`config.mk`:
```
export PLATFORM = sky130hd
export DESIGN_NAME = mdu_seq
export DESIGN_NICKNAME = d
export VERILOG_FILES = /design/src/rtl/mdu_seq.sv
export SDC_FILE = /design/constraint.sdc
export NUM_CORES = 1
export LEC_CHECK = 0
export CORE_ASPECT_RATIO = 1.4
export CORE_UTILIZATION = 35
export CTS_CLUSTER_SIZE = 10
export DETAILED_ROUTE_END_ITERATION = 10
export SYNTH_ARGS = -nofsm -noshare
export SYNTH_HDL_FRONTEND = slang
export SYNTH_SLANG_ARGS = --single-unit
```
`constraint.sdc`:
```
create_clock -name clk -period 5.3 [get_ports clk]
set_clock_uncertainty 0.15 [all_clocks]
set_input_delay 1.59 -clock clk [delete_from_list [all_inputs] [get_ports clk]]
set_output_delay 1.59 -clock clk [all_outputs]
set_load 0.03 [all_outputs]
```
`src/rtl/mdu_seq.sv`:
```
// Iterative multiply/divide unit: radix-2 shift-add multiply, restoring divide, WIDTH iterations.
// Optional feature macro: MDU_EARLY_TERM_EN (multiply exits RUN once the remaining multiplier bits are zero).
module mdu_seq #(
  parameter int WIDTH = 32
) (
  input  logic             clk,
  input  logic             rst_n,
  input  logic             start,
  input  logic [1:0]       MDcon,
  input  logic [WIDTH-1:0] SrcA,
  input  logic [WIDTH-1:0] SrcB,
  output logic             busy,
  output logic             done,
  output logic [WIDTH-1:0] Hi,
  output logic [WIDTH-1:0] Lo,
  output logic             DivZ,
  output logic [1:0]       dbg_state
);

  // Handshake: a request is accepted on a rising edge where start=1 and busy=0.
  // busy stays high from the next cycle through the done cycle; done is a one-cycle
  // pulse during which Hi/Lo/DivZ carry the result. Requests while busy are dropped.

  typedef enum logic [1:0] {
    IDLE = 2'd0,
    RUN  = 2'd1,
    FIX  = 2'd2
  } state_t;

  localparam int CW = $clog2(WIDTH + 1);

  state_t            state, state_nxt;
  logic [CW-1:0]     cnt;
  logic              is_div;
  logic              neg_res;
  logic              neg_rem;
  logic              divz;
  logic [WIDTH-1:0]  acc_hi, acc_lo;
  logic [WIDTH-1:0]  opnd;
  logic [WIDTH-1:0]  mpl;
  logic [WIDTH-1:0]  hi_q, lo_q;

  logic              op_signed;
  logic              div_zero_req;
  logic [WIDTH-1:0]  abs_a, abs_b;

  logic [WIDTH:0]    mul_sum;
  logic [WIDTH-1:0]  mul_hi_nxt, mul_lo_nxt;

  logic [WIDTH:0]    rem_sh;
  logic              div_ge;
  logic [WIDTH-1:0]  div_hi_nxt, div_lo_nxt;

  logic              mul_early;
  logic [2*WIDTH-1:0] prod;
  logic [WIDTH-1:0]  res_hi, res_lo;

  // Operand conditioning at accept
  always_comb begin
    op_signed    = ~MDcon[0];
    div_zero_req = MDcon[1] && (SrcB == '0);
    abs_a        = (op_signed && SrcA[WIDTH-1]) ? (~SrcA + 1'b1) : SrcA;
    abs_b        = (op_signed && SrcB[WIDTH-1]) ? (~SrcB + 1'b1) : SrcB;
  end

  // One multiply step: conditionally add multiplicand into the upper half, shift right.
  always_comb begin
    mul_sum    = {1'b0, acc_hi} + (mpl[0] ? {1'b0, opnd} : '0);
    mul_hi_nxt = mul_sum[WIDTH:1];
    mul_lo_nxt = {mul_sum[0], acc_lo[WIDTH-1:1]};
  end

  // One restoring divide step: acc_hi is the partial remainder, acc_lo the dividend/quotient.
  always_comb begin
    rem_sh     = {acc_hi, acc_lo[WIDTH-1]};
    div_ge     = rem_sh >= {1'b0, opnd};
    div_hi_nxt = div_ge ? (rem_sh[WIDTH-1:0] - opnd) : rem_sh[WIDTH-1:0];
    div_lo_nxt = {acc_lo[WIDTH-2:0], div_ge};
  end

`ifdef MDU_EARLY_TERM_EN
  assign mul_early = ~is_div && (mpl[WIDTH-1:1] == '0);
`else
  assign mul_early = 1'b0;
`endif

  // Final correction applied during FIX
  always_comb begin
`ifdef MDU_EARLY_TERM_EN
    // Any iterations skipped by early exit are pure right shifts.
    prod = {acc_hi, acc_lo} >> cnt;
`else
    prod = {acc_hi, acc_lo};
`endif
    res_hi = prod[2*WIDTH-1:WIDTH];
    res_lo = prod[WIDTH-1:0];
    if (divz) begin
      res_hi = acc_hi;
      res_lo = acc_lo;
    end else if (is_div) begin
      res_hi = neg_rem ? (~acc_hi + 1'b1) : acc_hi;
      res_lo = neg_res ? (~acc_lo + 1'b1) : acc_lo;
    end else if (neg_res) begin
      {res_hi, res_lo} = ~prod + 1'b1;
    end
  end

  always_ff @(posedge clk or negedge rst_n) begin
    if (!rst_n) state <= IDLE;
    else        state <= state_nxt;
  end

  always_comb begin
    state_nxt = state;
    case (state)
      IDLE: if (start) state_nxt = div_zero_req ? FIX : RUN;
      RUN:  if (cnt == CW'(1) || mul_early) state_nxt = FIX;
      FIX:  state_nxt = IDLE;
      default: state_nxt = IDLE;
    endcase
  end

  always_ff @(posedge clk or negedge rst_n) begin
    if (!rst_n) begin
      cnt     <= '0;
      is_div  <= 1'b0;
      neg_res <= 1'b0;
      neg_rem <= 1'b0;
      divz    <= 1'b0;
      acc_hi  <= '0;
      acc_lo  <= '0;
      opnd    <= '0;
      mpl     <= '0;
      hi_q    <= '0;
      lo_q    <= '0;
    end else begin
      case (state)
        IDLE: begin
          if (start) begin
            cnt     <= CW'(WIDTH);
            is_div  <= MDcon[1];
            neg_res <= op_signed && (SrcA[WIDTH-1] ^ SrcB[WIDTH-1]);
            neg_rem <= op_signed && SrcA[WIDTH-1];
            divz    <= div_zero_req;
            if (div_zero_req) begin
              acc_hi <= SrcA;
              acc_lo <= '1;
            end else if (MDcon[1]) begin
              acc_hi <= '0;
              acc_lo <= abs_a;
              opnd   <= abs_b;
            end else begin
              acc_hi <= '0;
              acc_lo <= '0;
              opnd   <= abs_a;
              mpl    <= abs_b;
            end
          end
        end
        RUN: begin
          cnt <= cnt - 1'b1;
          if (is_div) begin
            acc_hi <= div_hi_nxt;
            acc_lo <= div_lo_nxt;
          end else begin
            acc_hi <= mul_hi_nxt;
            acc_lo <= mul_lo_nxt;
            mpl    <= mpl >> 1;
          end
        end
        FIX: begin
          hi_q <= res_hi;
          lo_q <= res_lo;
        end
        default: ;
      endcase
    end
  end

  always_comb begin
    busy      = (state != IDLE);
    done      = (state == FIX);
    Hi        = done ? res_hi : hi_q;
    Lo        = done ? res_lo : lo_q;
    DivZ      = divz;
    dbg_state = state;
  end

endmodule

```
# After elaboration in Yosys (flattened, before gate mapping)
# Index checks and enable logic that the tools add are counted.
# totals
register_bits	204
inputBits	69
output_inout_bits	69
word_cells	85
# op_classes
add_sub_neg	8
magnitude_cmp	1
eq_ne	8
mux	35
bitwise_logic	8
n_reduce_logical	13
# op_table
cell	n
$mux 32	26
$pmux 32 s2	3
$add 32x1->32 const B	4
$not 32->32	4
$add 64x1->64 const B	1
$not 64->64	1
$add 32x32->33	1
$ge 33x32->1	1
$logic_not 32->1	1
$sub 32x32->32	1
$pmux 6 s2	1
$ne 2x2->1 const B	5
$eq 6x1->1 const B	1
$mux 2	3
$mux 6	1
$reduce_and 2->1	3
$sub 6x1->6 const B	1
$reduce_and 5->1	1
$logic_and 1x1->1	4
$pmux 2 s2	1
$reduce_bool 2->1	2
$reduce_and 3->1	1
$eq 2x1->1 const B	1
$eq 2x2->1 const B	1
3 further kinds	4

# Longest topological paths before layout
# Gate-level depths: netlist (run 1).
# logic_depth
depth_word	7
mapped_depth	14
mapped_depth_nobuf	13

# Least setup slack after synthesis (run 1)
# No wires, ideal clock.
# synth_timing
path_type	register to output
from	register acc_lo[6]
to	output Hi[24]
arrival_ps	3185
required_time_ps	3560
setup_slack_ps	375
stages_incl_launch_ff	10
path_buffers	1
cell_sequence	dfrtp_1 or4_1 or3_1 clkbuf_1 or3_1 nand2_2 a21oi_1 o21ba_2 xnor2_1 o21ai_0
# synth_between
elab_chain_cells	6
# synth_rtl
item	line	source
start, declared	38	logic [WIDTH-1:0] acc_hi, acc_lo;
start signal, assigned	150	acc_lo <= abs_a;
start signal, assigned	164	acc_lo <= div_lo_nxt;
start signal, assigned	167	acc_lo <= mul_lo_nxt;
$not 64->64	104	{res_hi, res_lo} = ~prod + 1'b1;
$add 64x1->64	104	
$mux 32	103	end else if (neg_res) begin
$mux 32	100	end else if (is_div) begin
$mux 32	97	if (divz) begin
$mux 32	--	
end, declared	14	output logic [WIDTH-1:0] Hi,
# Every way passes these cells.

# Final worst setup path (run 1)
# layout_timing
from	register acc_lo[6]
to	output Hi[18]
# Same word-level chain as after synthesis.

==> impl_summary.md, run 1 <==
Worst setup path
For the worst flop-to-flop path, the logic depth is 13. The largest stage delay on the critical path is approximately 600 ps. Data on the critical path arrives at its endpoint at about 3500 ps. The cell with the biggest individual delay on the critical path is sky130_fd_sc_hd__or4_4. Walking the worst path, the cells encountered are or4_4, or3_1, or3_4, buf_4, o21ai_0, a21oi_2, xnor2_1, o21ai_2, buf_12. The worst register-to-register path begins at acc_hi[3]$_DFFE_PN0P_. The worst setup path is of the register to output pin kind. The number of buffers and inverters on the critical path is 2. Of all nets on the critical path, the largest fanout is 5. The destination of the worst register-to-register timing path is acc_hi[1]$_DFFE_PN0P_. The family of cells with the greatest summed delay on the critical path is simple AND/OR/NAND/NOR gates. STA puts the critical path data required time at between 3000 and 4000 ps. The type of destination of the critical path is an output pin.

Across all register-to-register paths, the minimum setup slack is ~600 ps. STA classifies the critical path startpoint as a register.

STA
The headroom to the max-slew limit is between 20 and 25%. Dividing the final minimum period by the clock period gives 98.87%. The top achievable clock speed is between 0.15 and 0.2 GHz. Setup repair after global routing could not meet its margin everywhere. The transition time at the pin with the least slew margin is roughly 1200 ps. The number of endpoints with negative hold slack in the final report came to 0. Counting I/O delays and the setup requirement, the final critical path takes between 5000 and 6000 ps. The count of final setup violators is 0. The max-slew violation total from the final report is 0.

Power
Power spread over the standard cell area amounts to between 700 and 800 nW/um^2. The static leakage power is roughly 0.0084 uW. The worst ir drop on vdd is around 0.00029 V.

Yosys
The share of the Yosys chip area taken by registers is 31.44%. The share of flip-flops with an asynchronous set or reset is 100.0%. Counting distinct cell types in the post-synthesis netlist gives 75. The number of nets in the synthesized netlist is 2,220. The count of mapped cells out of synthesis is 2,079. The flip-flop cell with the highest count after synthesis is sky130_fd_sc_hd__dfrtp_1.

The proportion of netlist area held by the largest area contributor is between 30% and 40%. By area the synthesized netlist is led by sky130_fd_sc_hd__dfrtp_1 (31%), sky130_fd_sc_hd__o21ai_0 (7.0%), sky130_fd_sc_hd__a21oi_1 (6.4%). The mean instance size in the synthesized netlist is ~7.8 sq um. The number of synthesis warnings is 0. The synthesized design spends more area on one cell type than any other, namely sky130_fd_sc_hd__dfrtp_1. Counting flops and latches in the post-synthesis netlist gives 204.

The number of enable-type register cells in the synthesized netlist is 0. The mapped netlist covers about 16,000 sq um.

Routing
The detail route stage leaves a number of antenna-violating nets equal to 0. After detailed routing, the average wire length per cell comes to 23.13 um. The total DRC errors in the routed layout is 0.

The final layout contains routed wiring with a total length of about 65 mm. The total vias in the final route is around 16k. The number of detailed-routing iterations run before antenna repair is 7. For this block, the initial DRC count from the detailed router was ~1.3k. In the routed layout, each cell is associated on average with a via count of 5.833.

Cells and area
The count of placed standard cells in the final layout, fillers left out is roughly 2.8k. Once layout is complete, the utilization of the core stands at ~43%. In the final design database the tool counted roughly 2.3k nets. The leading cell type in the layout, fill and taps excluded is sky130_fd_sc_hd__nand2_1. The fraction of final layout cells with drive strength greater than 1 is under 10%. The number of antenna diodes is 0. The final instance area is a little under 20,000 sq um. The layout-stage area growth over the synthesis result is 20.51%. The library cells used most frequently in the layout, excluding fill and tap cells, are sky130_fd_sc_hd__nand2_1 (226), sky130_fd_sc_hd__o21ai_0 (207), sky130_fd_sc_hd__a21oi_1 (206).

Clocking
The tree built by TritonCTS fans out to around 200 sinks. The total number of H-tree levels is 1. After clock tree synthesis, the clock-pin slew on the worst setup and hold paths is roughly 60 ps.

At the later pin of the worst-skew pair, clock insertion delay measures 570 ps. In this run, post-CTS hold repair placed 0 buffers. The deepest clock path buffer count is 3.

TritonCTS built the clock tree. Clock tree synthesis inserted a total of 25 buffers. The tree is rooted in a sky130_fd_sc_hd__clkbuf_16.

Floorplan
138 I/O pins were placed. The floorplan step set the die height to between 200 and 300 um. For this configuration, the core starts out at a cell density of a little over a third.

The area enclosed by the die boundary is about 47,000 sq um. The site row count is 93. The placeable core region is 45,850 sq um. From left edge to right edge, the die measures between 150 and 200 um.

Flow run
The max-capacitance violation count is 0.

Placement
The HPWL after detailed placement is ~50 mm. The quantity of I/O buffers inserted on ports is around 140. The final RePlAce weighted congestion is 0.9919. The number of cells in the design after placement is between 2k and 3k.

The area after detailed placement is 18,710 sq um.

Min path
In this run the most critical hold path is launched from lo_q[16]$_DFF_PN0_. The min-delay analysis places its worst path in the category register to register. Along the worst hold path, the cell count comes to 2.

The path with the worst hold slack has its endpoint at lo_q[16]$_DFF_PN0_.

GRT
The pin count of the biggest net entering global routing is 92. The number of antenna violations at the first check in global routing was 0. Global routing used a little over a quarter of the available tracks. Global routing finished with a remaining overflow of 0. The wire length of the first global-routing pass is a little under 100 mm. The via count of the first global-routing pass is around 16k.

Status
The flow ran to the end, and the final reports show no timing, DRC or antenna violations.
## kinds of logic after synthesis
family          after synthesis  synth area share [%]
compound gates              698                 25.81
xor+xnor                    172                 9.276
fa+ha+maj                    72                 5.640
buf+inv                     201                 4.692
flops                       204                 31.44
mux                          61                 3.891
simple gates                671                 19.25
## synth_stat cells, drive strengths merged, types with 26 or more instances
library cell / number
o21ai: 230
nand2: 228
a21oi: 207
dfrtp: 204
nor2: 190
clkbuf: 121
xnor2: 116
ha: 70
inv: 67
xor2: 56
a31oi: 44
mux2i: 44
and2: 43
nor3: 39
nand3: 32
a21o: 30
nand2b: 26
## worst reg2reg max path: stages, from the launching register on
cell	delay (ps)
sky130_fd_sc_hd__dfrtp_1	520
sky130_fd_sc_hd__buf_4	230
sky130_fd_sc_hd__ha_1	370
sky130_fd_sc_hd__a21o_1	200
sky130_fd_sc_hd__a31oi_1	220
sky130_fd_sc_hd__a21oi_1	110
sky130_fd_sc_hd__buf_4	170
sky130_fd_sc_hd__o21ai_0	360
sky130_fd_sc_hd__a31oi_1	350
sky130_fd_sc_hd__a31oi_2	1040
sky130_fd_sc_hd__buf_4	300
sky130_fd_sc_hd__nand2_1	60
sky130_fd_sc_hd__and3_1	160
sky130_fd_sc_hd__o21ai_0	330
## state kept, by name, indices dropped and copies added (netlist names)
| signal | count |
|---|---|
| opnd | 32 |
| neg_rem | 1 |
| lo_q | 32 |
| hi_q | 32 |
| dbg_state | 2 |
| acc_hi | 32 |
| is_div | 1 |
| mpl | 32 |
| acc_lo | 32 |
| neg_res | 1 |
| DivZ | 1 |
| cnt | 6 |
## report_power, final
| group | internal, uW | total [uW] | switching [uW] | leakage, uW |
|---|---|---|---|---|
| clock | 918 | 1640 | 719 | 0.000346 |
| combinational | 3990 | 10300 | 6360 | 0.00552 |
| sequential | 2300 | 3050 | 748 | 0.00254 |
| total | 7210 | 15000 | 7820 | 0.00841 |
## final cells by class
cell class,instances,area [sq um]
fillers,4729,26280
flip-flops and latches,204,5109
clock buffers,32,661.9
well taps,617,772.0
repair buffers,228,2191
inverters,67,251.5
multi-input cells,1674,10530
clock inverters,3,57.56
## metal layers
metal / global-route usage, % / share of wire [%] / vias up / wire (um)
li1: - / - / 7680 / -
met4: 17.38 / 6.8 / 0 / 4416
met1: 32.36 / 39 / 8028 / 25780
met3: 2.887 / 4.8 / 190 / 3136
met5: 0 / 0 / - / 0
met2: 46.85 / 49 / 581 / 32010
## per-stage QoR
step / total power, uW / setup WS [ps] / hold WS, ps / TNS (ps)
3_3_place_gp: 13130 / 128.5 / 306.4 / 0
5_1_grt: 16040 / -74.02 / 344.6 / -178.7
4_1_cts: 14880 / 3.349 / 325.5 / 0
2_1_floorplan: 9660 / 375.0 / 295.3 / 0
3_5_place_dp: 13210 / 83.26 / 320.1 / 0
6_report: 15030 / 59.87 / 324.5 / 0
## worst max path at each step
stage | cells after the start | startpoint | to
2_1_floorplan | 9 | acc_lo[6]$_DFFE_PN0P_ | Hi[24]
3_3_place_gp | 9 | acc_lo[22]$_DFFE_PN0P_ | Hi[3]
3_5_place_dp | 9 | acc_lo[22]$_DFFE_PN0P_ | Hi[3]
4_1_cts | 10 | acc_lo[26]$_DFFE_PN0P_ | Hi[31]
5_1_grt | 10 | acc_lo[29]$_DFFE_PN0P_ | Hi[31]
6_report | 9 | acc_lo[6]$_DFFE_PN0P_ | Hi[18]
## what timing repair did
| item | in CTS | in global routing |
|---|---|---|
| endpoints found under the setup margin | 51 | 39 |
| buffers inserted | 5 | 1 |
| pin swaps | 3 | 4 |
| gates resized for setup | 55 | 52 |
Note: power is estimated with default switching activity, not from simulation.
==> run 2, diff against run 1 <==
--- a/config.mk
+++ b/config.mk
@@ -9,6 +9,7 @@
 export CORE_UTILIZATION = 35
 export CTS_CLUSTER_SIZE = 10
 export DETAILED_ROUTE_END_ITERATION = 10
+export SLEW_MARGIN = 10
 export SYNTH_ARGS = -nofsm -noshare
 export SYNTH_HDL_FRONTEND = slang
 export SYNTH_SLANG_ARGS = --single-unit
==> results of run 2 <==
Same layout as run 1: the final DEF is identical, and so are final timing and power.
